### src/rtl/qubo_sweep_scheduler.sv
// qubo_sweep_scheduler
// Drives the shared energy-delta unit of the QUBO demon annealer. It walks every spin in index
// order for a programmed number of sweeps, applies the demon acceptance rule to each returned
// dE, issues flip commands, and keeps the demon energy budget and the accepted-flip count.
module qubo_sweep_scheduler #(
    parameter int N_SPINS = 8,
    parameter int DW      = 8,
    parameter int D_MAX   = 255
) (
    input  logic                       clk,
    input  logic                       reset,
    input  logic                       start,
    input  logic                       abort,
    input  logic [DW-1:0]              demon_init,
    input  logic [15:0]                sweeps,
    output logic                       calc_req,
    output logic [$clog2(N_SPINS)-1:0] calc_idx,
    input  logic                       calc_ack,
    input  logic [DW:0]                calc_delta,
    output logic                       flip_valid,
    output logic [$clog2(N_SPINS)-1:0] flip_idx,
    output logic [DW-1:0]              demon_energy,
    output logic [15:0]                accept_cnt,
    output logic                       busy,
    output logic                       done
);

    localparam int IW = $clog2(N_SPINS);
    localparam logic [DW:0] DMaxExt = (DW+1)'(D_MAX);

    localparam logic [1:0] StIdle   = 2'd0;
    localparam logic [1:0] StReq    = 2'd1;
    localparam logic [1:0] StDecide = 2'd2;
    localparam logic [1:0] StDone   = 2'd3;

    logic [1:0]           state_q;
    logic [15:0]          sweeps_q;
    logic [15:0]          sweep_cnt_q;
    logic [DW:0]          delta_q;

    logic signed [DW+1:0] n_val;
    logic                 accept;
    logic                 last_spin;
    logic                 last_sweep;

    // Candidate demon energy and acceptance decision for the captured dE.
    always_comb begin
        // Two extra bits keep D - dE exact for any D in [0, 2**DW-1] and any signed dE.
        n_val      = $signed({2'b00, demon_energy}) - $signed({delta_q[DW], delta_q});
        accept     = ~n_val[DW+1] && (n_val[DW:0] <= DMaxExt);
        last_spin  = (calc_idx == IW'(N_SPINS - 1));
        last_sweep = (({1'b0, sweep_cnt_q} + 17'd1) == {1'b0, sweeps_q});
    end

    // Sequencer state and all registered outputs.
    always_ff @(posedge clk) begin
        if (reset) begin
            state_q      <= StIdle;
            sweeps_q     <= '0;
            sweep_cnt_q  <= '0;
            delta_q      <= '0;
            calc_req     <= 1'b0;
            calc_idx     <= '0;
            flip_valid   <= 1'b0;
            flip_idx     <= '0;
            demon_energy <= '0;
            accept_cnt   <= '0;
            busy         <= 1'b0;
            done         <= 1'b0;
        end else begin
            flip_valid <= 1'b0;
            done       <= 1'b0;
            if (abort && (state_q != StIdle)) begin
                // Cancel: any flip this edge would have produced is dropped with the run.
                state_q  <= StIdle;
                calc_req <= 1'b0;
                busy     <= 1'b0;
            end else begin
                case (state_q)
                    StIdle: begin
                        if (start && !abort) begin
                            demon_energy <= demon_init;
                            sweeps_q     <= sweeps;
                            sweep_cnt_q  <= '0;
                            calc_idx     <= '0;
                            accept_cnt   <= '0;
                            busy         <= 1'b1;
                            if (sweeps == 16'd0) begin
                                state_q <= StDone;
                            end else begin
                                state_q  <= StReq;
                                calc_req <= 1'b1;
                            end
                        end
                    end
                    StReq: begin
                        if (calc_ack) begin
                            delta_q  <= calc_delta;
                            calc_req <= 1'b0;
                            state_q  <= StDecide;
                        end
                    end
                    StDecide: begin
                        if (accept) begin
                            demon_energy <= n_val[DW-1:0];
                            flip_valid   <= 1'b1;
                            flip_idx     <= calc_idx;
                            if (accept_cnt != 16'hFFFF) begin
                                accept_cnt <= accept_cnt + 16'd1;
                            end
                        end
                        if (last_spin) begin
                            calc_idx    <= '0;
                            sweep_cnt_q <= sweep_cnt_q + 16'd1;
                        end else begin
                            calc_idx <= calc_idx + IW'(1);
                        end
                        if (last_spin && last_sweep) begin
                            state_q <= StDone;
                        end else begin
                            state_q  <= StReq;
                            calc_req <= 1'b1;
                        end
                    end
                    StDone: begin
                        done    <= 1'b1;
                        busy    <= 1'b0;
                        state_q <= StIdle;
                    end
                    default: begin
                        state_q <= StIdle;
                    end
                endcase
            end
        end
    end

endmodule

### config.mk
export PLATFORM = sky130hd
export DESIGN_NAME = qubo_sweep_scheduler
export DESIGN_NICKNAME = d
export VERILOG_FILES = /design/src/rtl/qubo_sweep_scheduler.sv
export SDC_FILE = /design/constraint.sdc
export NUM_CORES = 1
export LEC_CHECK = 0
export CORE_UTILIZATION = 41
export CTS_BUF_LIST = sky130_fd_sc_hd__clkbuf_8
export CTS_CLUSTER_DIAMETER = 60
export DETAILED_ROUTE_END_ITERATION = 8
export GPL_ROUTABILITY_DRIVEN = 0
export PLACE_DENSITY = 0.64
export SKIP_CTS_REPAIR_TIMING = 1
export SYNTH_ARGS = -nofsm -noshare
export SYNTH_HDL_FRONTEND = slang
export SYNTH_SLANG_ARGS = --single-unit
export TNS_END_PERCENT = 20
### constraint.sdc
create_clock -name clk -period 7.4 [get_ports clk]
set_input_delay 1.48 -clock clk [delete_from_list [all_inputs] [get_ports clk]]
set_output_delay 1.48 -clock clk [all_outputs]
set_load 0.02 [all_outputs]
==> summary.txt, run 1 <==
Status -> finished clean
Share of layout cells above drive strength 1 -> 4.52%
Synth area leaders -> dfxtp_1 35%, nand2_1 7.7%, a21oi_1 7.7%
Critical setup path kind -> input pin to flop
Net Sw Frac -> 27.5%
Count of cell types in the netlist -> 66
Synth Flop Type -> dfxtp_1
Fin Clk Skew -> 12.3 ps
Slew @ Worst Pin -> 941 ps
TritonCTS Buffers -> 9
Drt wl/cell -> 15.0 um
Final Setup Violations -> 0
# fillers -> 1019
Max Cap Violations -> 0
Slew HR -> 37.3%
Initial antenna violation count -> 0
N_diodes -> 0
Critical path arrival -> 4750 ps
Htree depth -> 3
Die Y -> 105 um
NetSw -> 244 uW
Post-route DRC -> 0
Chip Width -> 105 um
Core area -> 10300 um^2
Largest net degree at the start of global routing -> 53
Hold/Removal Path Class -> flop to flop
Power density over the cells -> 166 nW/um^2
Num rows -> 37
Syn Nets -> 613
DP HPWL -> 8360 um
Yosys warning count -> 0
Leakage power -> 1.73 nW
Clock group share of total power -> 36.8%
Root buf cell -> clkbuf_8
Ys async rst share -> 0%
Vias in the first global route -> 3926
TritonCTS clock tree -> done
DRT iter0 DRCs -> 213
GRT Util Overall -> 20.9%
F_max -> 223 MHz
WL final -> 11300 um
Share of the synthesized area in the top cell type -> 35.3%
Synthesized area -> 4370 um^2
VDD IR max -> 0.0946 mV
Vias per Instance -> 5.71
First-pass GRT wire length -> 18900 um
Final Power -> 884 uW
RSZ-0062 raised after global routing -> no
Clk sinks -> 77
Worst Path Max Fanout -> 27
P_int -> 641 uW
Reg clk slew, reported paths -> 80 ps
Fin crit period -> 4490 ps
Starting density of the core -> 42.3%
Crit-path cells -> clkdlybuf4s50_1 -> nor2b_1 -> and2_1 -> nor2_1 -> or3_1 -> or4_1 -> a21oi_1
Family with the most delay on the worst path -> simple AND/OR/NAND/NOR gates
Slowest-stage cell, CP -> or3_1
Post-synth EDFFs -> 0
Detailed Routing Iterations Pass 1 -> 5
Layout area overhead -> 21.6%
Comb pwr share -> 14.1%
Worst-Skew Late Latency -> 350 ps
Hold Fails Final Rpt -> 0
Startpoint Class -> input pin
Via count -> 4314
Sequential fraction of the synthesis area -> 35.3%
Avg Inst Size Synth -> 7.78 um^2
CP endpoint kind -> flop
Fin. max-slew vios -> 0
Final period utilization -> 60.7%
Top cells by count, synth -> 90 x nand2_1, 77 x dfxtp_1, 67 x a21oi_1
Post-DRT Antenna Nets -> 0
Worst Path Buf+Inv -> 1
# port buffers -> 71
Clock buffer depth -> 2
Top-count cell post-synth -> nand2_1
Synth Register Bits -> 77
Nets@finish -> 665
Cell count after synthesis -> 562
Critical Path RT -> 7660 ps
Grt total ovfl -> 0
Synth area leader -> dfxtp_1
Critical Path Max Stage Delay -> 750 ps
Die area -> 11100 um^2
Setup TNS -> 0 ps
Flop pwr share -> 49.1%
# IOs -> 72
## through the flow
stage | hold WS (ps) | utilization [%] | instances | area [um^2] | setup slack [ps]
after floorplan | 436 | - | 562 | 4370 | 3980
after global placement | 447 | 49.6 | 739 | 5120 | 2760
after detailed placement | 453 | 49.6 | 739 | 5120 | 2600
after CTS | 466 | 51.5 | 755 | 5310 | 2970
after global routing | 479 | 51.5 | 755 | 5310 | 2700
final | 461 | 51.5 | 755 | 5310 | 2910
## power by group through the flow
stage / clock (mW) / combinational, mW / sequential (mW)
after floorplan: 0 / 0.0743 / 0.446
after detailed placement: 0 / 0.124 / 0.444
after global routing: 0.351 / 0.138 / 0.436
after CTS: 0.330 / 0.125 / 0.434
final: 0.326 / 0.125 / 0.434
after global placement: 0 / 0.121 / 0.444
## routing by layer
metal	GRT usage (%)	share of wire, %	vias to the layer above
li1	-	-	2163
met1	29.4	49	2010
met2	32.3	45	128
met3	2.97	4.6	13
met4	7.75	1.3	0
met5	0	0	-
## worst min-delay path: stages (launching register included)
cell and delay, ps:
dfxtp_1 310, nand2_1 50, mux2i_1 50
## layout make-up
class                   count  area (um^2)  share of cell area (%)
multi-input cells         439         2640                    49.7
flip-flops and latches     77         1540                    29.0
repair buffers             71          706                    13.3
well taps                 136          170                    3.20
clock buffers               9          124                    2.33
clock inverters             7         73.8                    1.39
inverters                  16         60.1                    1.13
## layout by cell type, fill, tap and decap left out, types with 2 or more instances in the layout
cell type and n:
a211oi_1 9, a21oi_1 67, a311oi_1 4, a31oi_1 4, and2_1 4, and3_1 7, and4_1 2, and4b_1 2
clkbuf_8 9, clkdlybuf4s50_1 70, clkinv_2 2, dfxtp_1 77, ha_1 12, inv_1 15, inv_6 2, mux2i_1 11
nand2_1 90, nand2b_1 4, nand3_1 18, nand4_1 10, nor2_1 33, nor2b_1 4, nor3_1 10, nor3b_1 3
nor4_1 8, nor4b_1 2, o21a_1 5, o21ai_0 34, o21bai_1 4, o31a_1 3, o31ai_1 13, or2_2 3
or3_1 9, or4_1 14, or4b_2 2, xnor2_1 14, xor2_1 6
## registers in the layout (all words and copies together), names as in the netlist, 2 cells and up
name / flops
flip_idx: 3
accept_cnt: 16
delta_q: 9
calc_idx: 3
sweep_cnt_q: 16
sweeps_q: 16
demon_energy: 8
state_q: 2
## cells by family after synthesis
| group | share of synthesized area [%] |
|---|---|
| AOI/OAI and AO/OA | 23.0 |
| xor gates and xnor gates | 4.01 |
| adders and majority gates | 3.89 |
| buffers and inverters | 4.38 |
| DFF | 35.3 |
| muxes | 2.52 |
| and+or+nand+nor | 26.9 |
## worst paths after layout
path | startpoint | slack (ps) | endpoint | cells after the start
worst max register to register | state_q[1]$_SDFFE_PP0P_ | 3940 | accept_cnt[7]$_SDFFE_PP0P_ | 6
worst min-delay path | flip_idx[2]$_SDFFE_PP0P_ | 460 | flip_idx[2]$_SDFFE_PP0P_ | 2
worst min register to register | flip_idx[2]$_SDFFE_PP0P_ | 460 | flip_idx[2]$_SDFFE_PP0P_ | 2
worst max-delay path | abort | 2910 | accept_cnt[7]$_SDFFE_PP0P_ | 7
Power figures use the tool's default switching activity.
==> run 2: changes to the inputs <==
Clock period 7.4 ns to 4.55 ns, I/O delays scaled along.
==> run 2 against run 1 <==
Against the previous run:
- clock skew increased by 1.8 ps
- flip-flop and latch count stayed put
- clock power rose by 45%
- register-to-register slack got worse by 2800 ps
- die area stayed put
- non-clock buffer count increased by 2
- global-route usage up 0.85 points
- critical endpoint unchanged
- highest routed layer unchanged
==> summary.txt, run 2 (synthesized netlist as in run 1, its figures left out) <==
Status -> finished clean
Fin Clk Skew -> 14.1 ps
Most frequent cells in the layout -> 90 x nand2_1, 77 x dfxtp_1, 70 x clkdlybuf4s50_1
DP Area -> 5130 um^2
Die Y -> 105 um
WL final -> 11500 um
Drt wl/cell -> 15.2 um
RSZ-0062 raised after global routing -> no
Core area -> 10300 um^2
VDD IR max -> 0.158 mV
P_int -> 987 uW
Clk sinks -> 77
F_max -> 293 MHz
Slew @ Worst Pin -> 791 ps
Worst Path Max Fanout -> 27
Via count -> 4293
Net Sw Frac -> 28.8%
Post-route DRC -> 0
Vias in the first global route -> 4106
Root buf cell -> clkbuf_8
NetSw -> 399 uW
N_diodes -> 0
Vias per Instance -> 5.67
Fin crit period -> 3420 ps
Slew HR -> 47.3%
Layout area overhead -> 21.4%
Die area -> 11100 um^2
Critical path arrival -> 3690 ps
Critical setup path kind -> flop to flop
Leakage power -> 1.72 nW
Hold/Removal Path Class -> flop to flop
Critical Path RT -> 4820 ps
First-pass GRT wire length -> 19500 um
Htree depth -> 3
Reg clk slew, reported paths -> 90 ps
Starting density of the core -> 42.3%
Post-DRT Antenna Nets -> 0
Regs by FF count -> accept_cnt: 16 flops, sweep_cnt_q: 16 flops, sweeps_q: 16 flops
Post-route insts no fill -> 757
Power density over the cells -> 261 nW/um^2
Final Setup Violations -> 0
DP HPWL -> 8350 um
Largest net degree at the start of global routing -> 52
DRT iter0 DRCs -> 297
Worst-Skew Late Latency -> 360 ps
Initial antenna violation count -> 0
Grt total ovfl -> 0
Leading cell type in the layout, fill and taps excluded -> nand2_1
Cells after DPL -> 741
TritonCTS clock tree -> done
Chip Width -> 105 um
TritonCTS Buffers -> 9
Final instance area -> 5310 um^2
# IOs -> 72
Max Cap Violations -> 0
GRT Util Overall -> 21.7%
Setup TNS -> 0 ps
Flop pwr share -> 51.0%
Hold Fails Final Rpt -> 0
# port buffers -> 71
Num rows -> 37
Clock buffer depth -> 2
Detailed Routing Iterations Pass 1 -> 5
Final period utilization -> 75.1%
CP endpoint kind -> flop
Comb pwr share -> 14.9%
Startpoint Class -> flop
Fin. max-slew vios -> 0
Share of layout cells above drive strength 1 -> 4.67%
Final Power -> 1.39 mW
# fillers -> 1008
Nets@finish -> 667
Clock group share of total power -> 34.1%
[run 2: changes by cell type in the layout (fill, tap and decap cells not counted), sizes merged]
| cell | previous run | this run |
|---|---|---|
| buf | 1 | 3 |
| clkinvlp | 1 | 3 |
| bufinv | 1 | 0 |
| clkinv | 4 | 3 |
[run 2: power by group through the flow]
stage	clock network (mW)	logic, mW	registers [mW]
floorplan	0	0.121	0.726
global placement	0	0.200	0.722
detailed placement	0	0.205	0.722
CTS	0.482	0.206	0.706
global route	0.508	0.229	0.709
finish	0.473	0.207	0.706
[run 2: final timing paths]
check,start,endpoint,slack (ps),cells past startpoint
min,delta_q[1]$_SDFFE_PP0P_,delta_q[1]$_SDFFE_PP0P_,460,2
min reg2reg,delta_q[1]$_SDFFE_PP0P_,delta_q[1]$_SDFFE_PP0P_,460,2
max,state_q[1]$_SDFFE_PP0P_,accept_cnt[7]$_SDFFE_PP0P_,1130,6
max reg2reg,state_q[1]$_SDFFE_PP0P_,accept_cnt[7]$_SDFFE_PP0P_,1130,6
[run 2: routing by layer]
metal  vias up  track usage (%)  share of wire [%]
met5         -                0                  0
met4         0             8.25                1.4
met3        15             3.28                5.1
met2       120             33.6                 45
met1      1985             30.4                 49
li1       2173                -                  -
[run 2: worst max-delay path, stage by stage, from the launching register on]
cell	delay, ps
dfxtp_1	610
nand2b_1	540
nor2_2	500
nor2_1	220
or3_1	730
or4_1	590
a21oi_1	150
[run 2: per-stage QoR]
step	setup slack, ps	hold WS [ps]	utilization, %
finish	1130	457	51.4
global route	842	481	51.4
CTS	1170	461	51.4
detailed placement	810	449	49.7
global placement	967	445	49.7
floorplan	1700	436	-
[run 2: final cells by class]
| class | count | area, um^2 | area share [%] |
|---|---|---|---|
| clock buffer | 9 | 124 | 2.33 |
| inverter | 16 | 60.1 | 1.13 |
| sequential | 77 | 1540 | 29.0 |
| multi-input combinational | 439 | 2640 | 49.7 |
| clock inverter | 7 | 52.6 | 0.990 |
| tap | 136 | 170 | 3.21 |
| timing repair buffer | 73 | 721 | 13.6 |
==> run 3: changes to the inputs <==
Clock period 4.55 ns to 3.2 ns, I/O delays scaled along.
==> run 3 against run 2 <==
Against the previous run:
- register-to-register slack worse by 830 ps
- critical path depth is 5 higher
- die area is the same
- worst hold slack better by 1.8 ps
- sequential power grew 42%
- clock power grew 90%
- setup slack lost 830 ps
- largest cell class unchanged
==> summary.txt, run 3 (synthesized netlist as in run 1, its figures left out) <==
GRT Util Overall -> 21.3%
WL final -> 11500 um
Area of the multi-input gates -> 2640 um^2
CP endpoint kind -> flop
Status -> finished clean
DP HPWL -> 8440 um
Critical path arrival -> 3180 ps
Critical setup path kind -> flop to flop
Slew HR -> 47.2%
Leading cell type in the layout, fill and taps excluded -> nand2_1
Fin crit period -> 2890 ps
Post-route DRC -> 0
Hold Fails Final Rpt -> 0
FF+latch area -> 1540 um^2
Grt total ovfl -> 0
Place WS -> 290 ps
Vias in the first global route -> 4028
Setup TNS -> 0 ps
Initial antenna violation count -> 0
Max Cap Violations -> 0
Worst Path Max Fanout -> 27
Share of layout cells above drive strength 1 -> 6.34%
Core area -> 10300 um^2
Drt wl/cell -> 14.9 um
Core Util, Final -> 52.8%
Reg clk slew, reported paths -> 90 ps
Power density over the cells -> 405 nW/um^2
DRT iter0 DRCs -> 179
Vias per Instance -> 5.67
Regs by FF count -> accept_cnt: 16 flops, sweep_cnt_q: 16 flops, sweeps_q: 16 flops
Htree depth -> 3
Slew @ Worst Pin -> 792 ps
Worst-Skew Late Latency -> 360 ps
N_diodes -> 0
Hold/Removal Path Class -> flop to flop
Die area -> 11100 um^2
Nets@finish -> 678
VDD IR max -> 0.242 mV
Clock buffer depth -> 2
Fin Clk Skew -> 11.8 ps
Detailed Routing Iterations Pass 1 -> 7
Clk sinks -> 77
Post-DRT Antenna Nets -> 0
Most frequent cells in the layout -> 90 x nand2_1, 77 x dfxtp_1, 70 x clkdlybuf4s50_1
First-pass GRT wire length -> 19200 um
Final period utilization -> 90.4%
Register-to-Register Path Depth -> 11
Critical Path RT -> 3490 ps
Final Setup Violations -> 0
WHS Path Cells -> 2
Startpoint Class -> flop
TritonCTS Buffers -> 9
# port buffers -> 71
Starting density of the core -> 42.3%
Layout area overhead -> 24.7%
Final WS setup -> 306 ps
RSZ-0062 raised after global routing -> no
Fin. max-slew vios -> 0
Leakage power -> 1.81 nW
Chip Width -> 105 um
Largest net degree at the start of global routing -> 33
# IOs -> 72
Num rows -> 37
F_max -> 346 MHz
# fillers -> 1012
R2R setup slack -> 310 ps
TritonCTS clock tree -> done
Root buf cell -> clkbuf_8
Via count -> 4346
Die Y -> 105 um
==> run 3: through the flow <==
stage / hold slack, ps / cell area [um^2] / instances / power [mW]
3_3_place_gp: 445 / 5210 / 752 / 1.32
2_1_floorplan: 436 / 4370 / 562 / 1.20
6_report: 459 / 5450 / 767 / 2.21
4_1_cts: 460 / 5450 / 767 / 2.22
3_5_place_dp: 448 / 5210 / 752 / 1.32
5_1_grt: 478 / 5450 / 767 / 2.29
==> run 3: path summary, 6_finish.rpt <==
path                                 from                    endpoint
max          demon_energy[0]$_SDFFE_PP0P_  accept_cnt[8]$_SDFFE_PP0P_
min               delta_q[3]$_SDFFE_PP0P_     delta_q[3]$_SDFFE_PP0P_
max reg2reg  demon_energy[0]$_SDFFE_PP0P_  accept_cnt[8]$_SDFFE_PP0P_
min reg2reg       delta_q[3]$_SDFFE_PP0P_     delta_q[3]$_SDFFE_PP0P_
==> run 3: layout make-up <==
cell class                      count  area share, %
Multi-Input combinational cell    439           48.4
Sequential cell                    77           28.3
Timing Repair Buffer               84           14.7
Tap cell                          136           3.12
Clock buffer                        9           2.27
Clock inverter                      6           2.07
Inverter                           16           1.10
==> run 3: worst max-delay path, stage by stage (launching register included) <==
cell	delay, ps
dfxtp_1	330
inv_1	50
ha_1	150
inv_1	60
fa_1	440
a211oi_2	280
o21bai_1	140
nor3b_1	170
or3_1	350
buf_4	220
or4_1	480
a21oi_1	160
==> run 3: metal layers <==
metal | part of all wire [%] | up-vias | track usage (%)
li1 | - | 2192 | -
met1 | 49 | 2033 | 30.0
met2 | 44 | 107 | 32.6
met3 | 4.7 | 14 | 3.34
met4 | 1.5 | 0 | 7.75
met5 | 0 | - | 0
==> run 3: power breakdown <==
part           switching (mW)  internal (mW)
combinational           0.157          0.145
sequential             0.0235          0.980
clock                   0.384          0.515
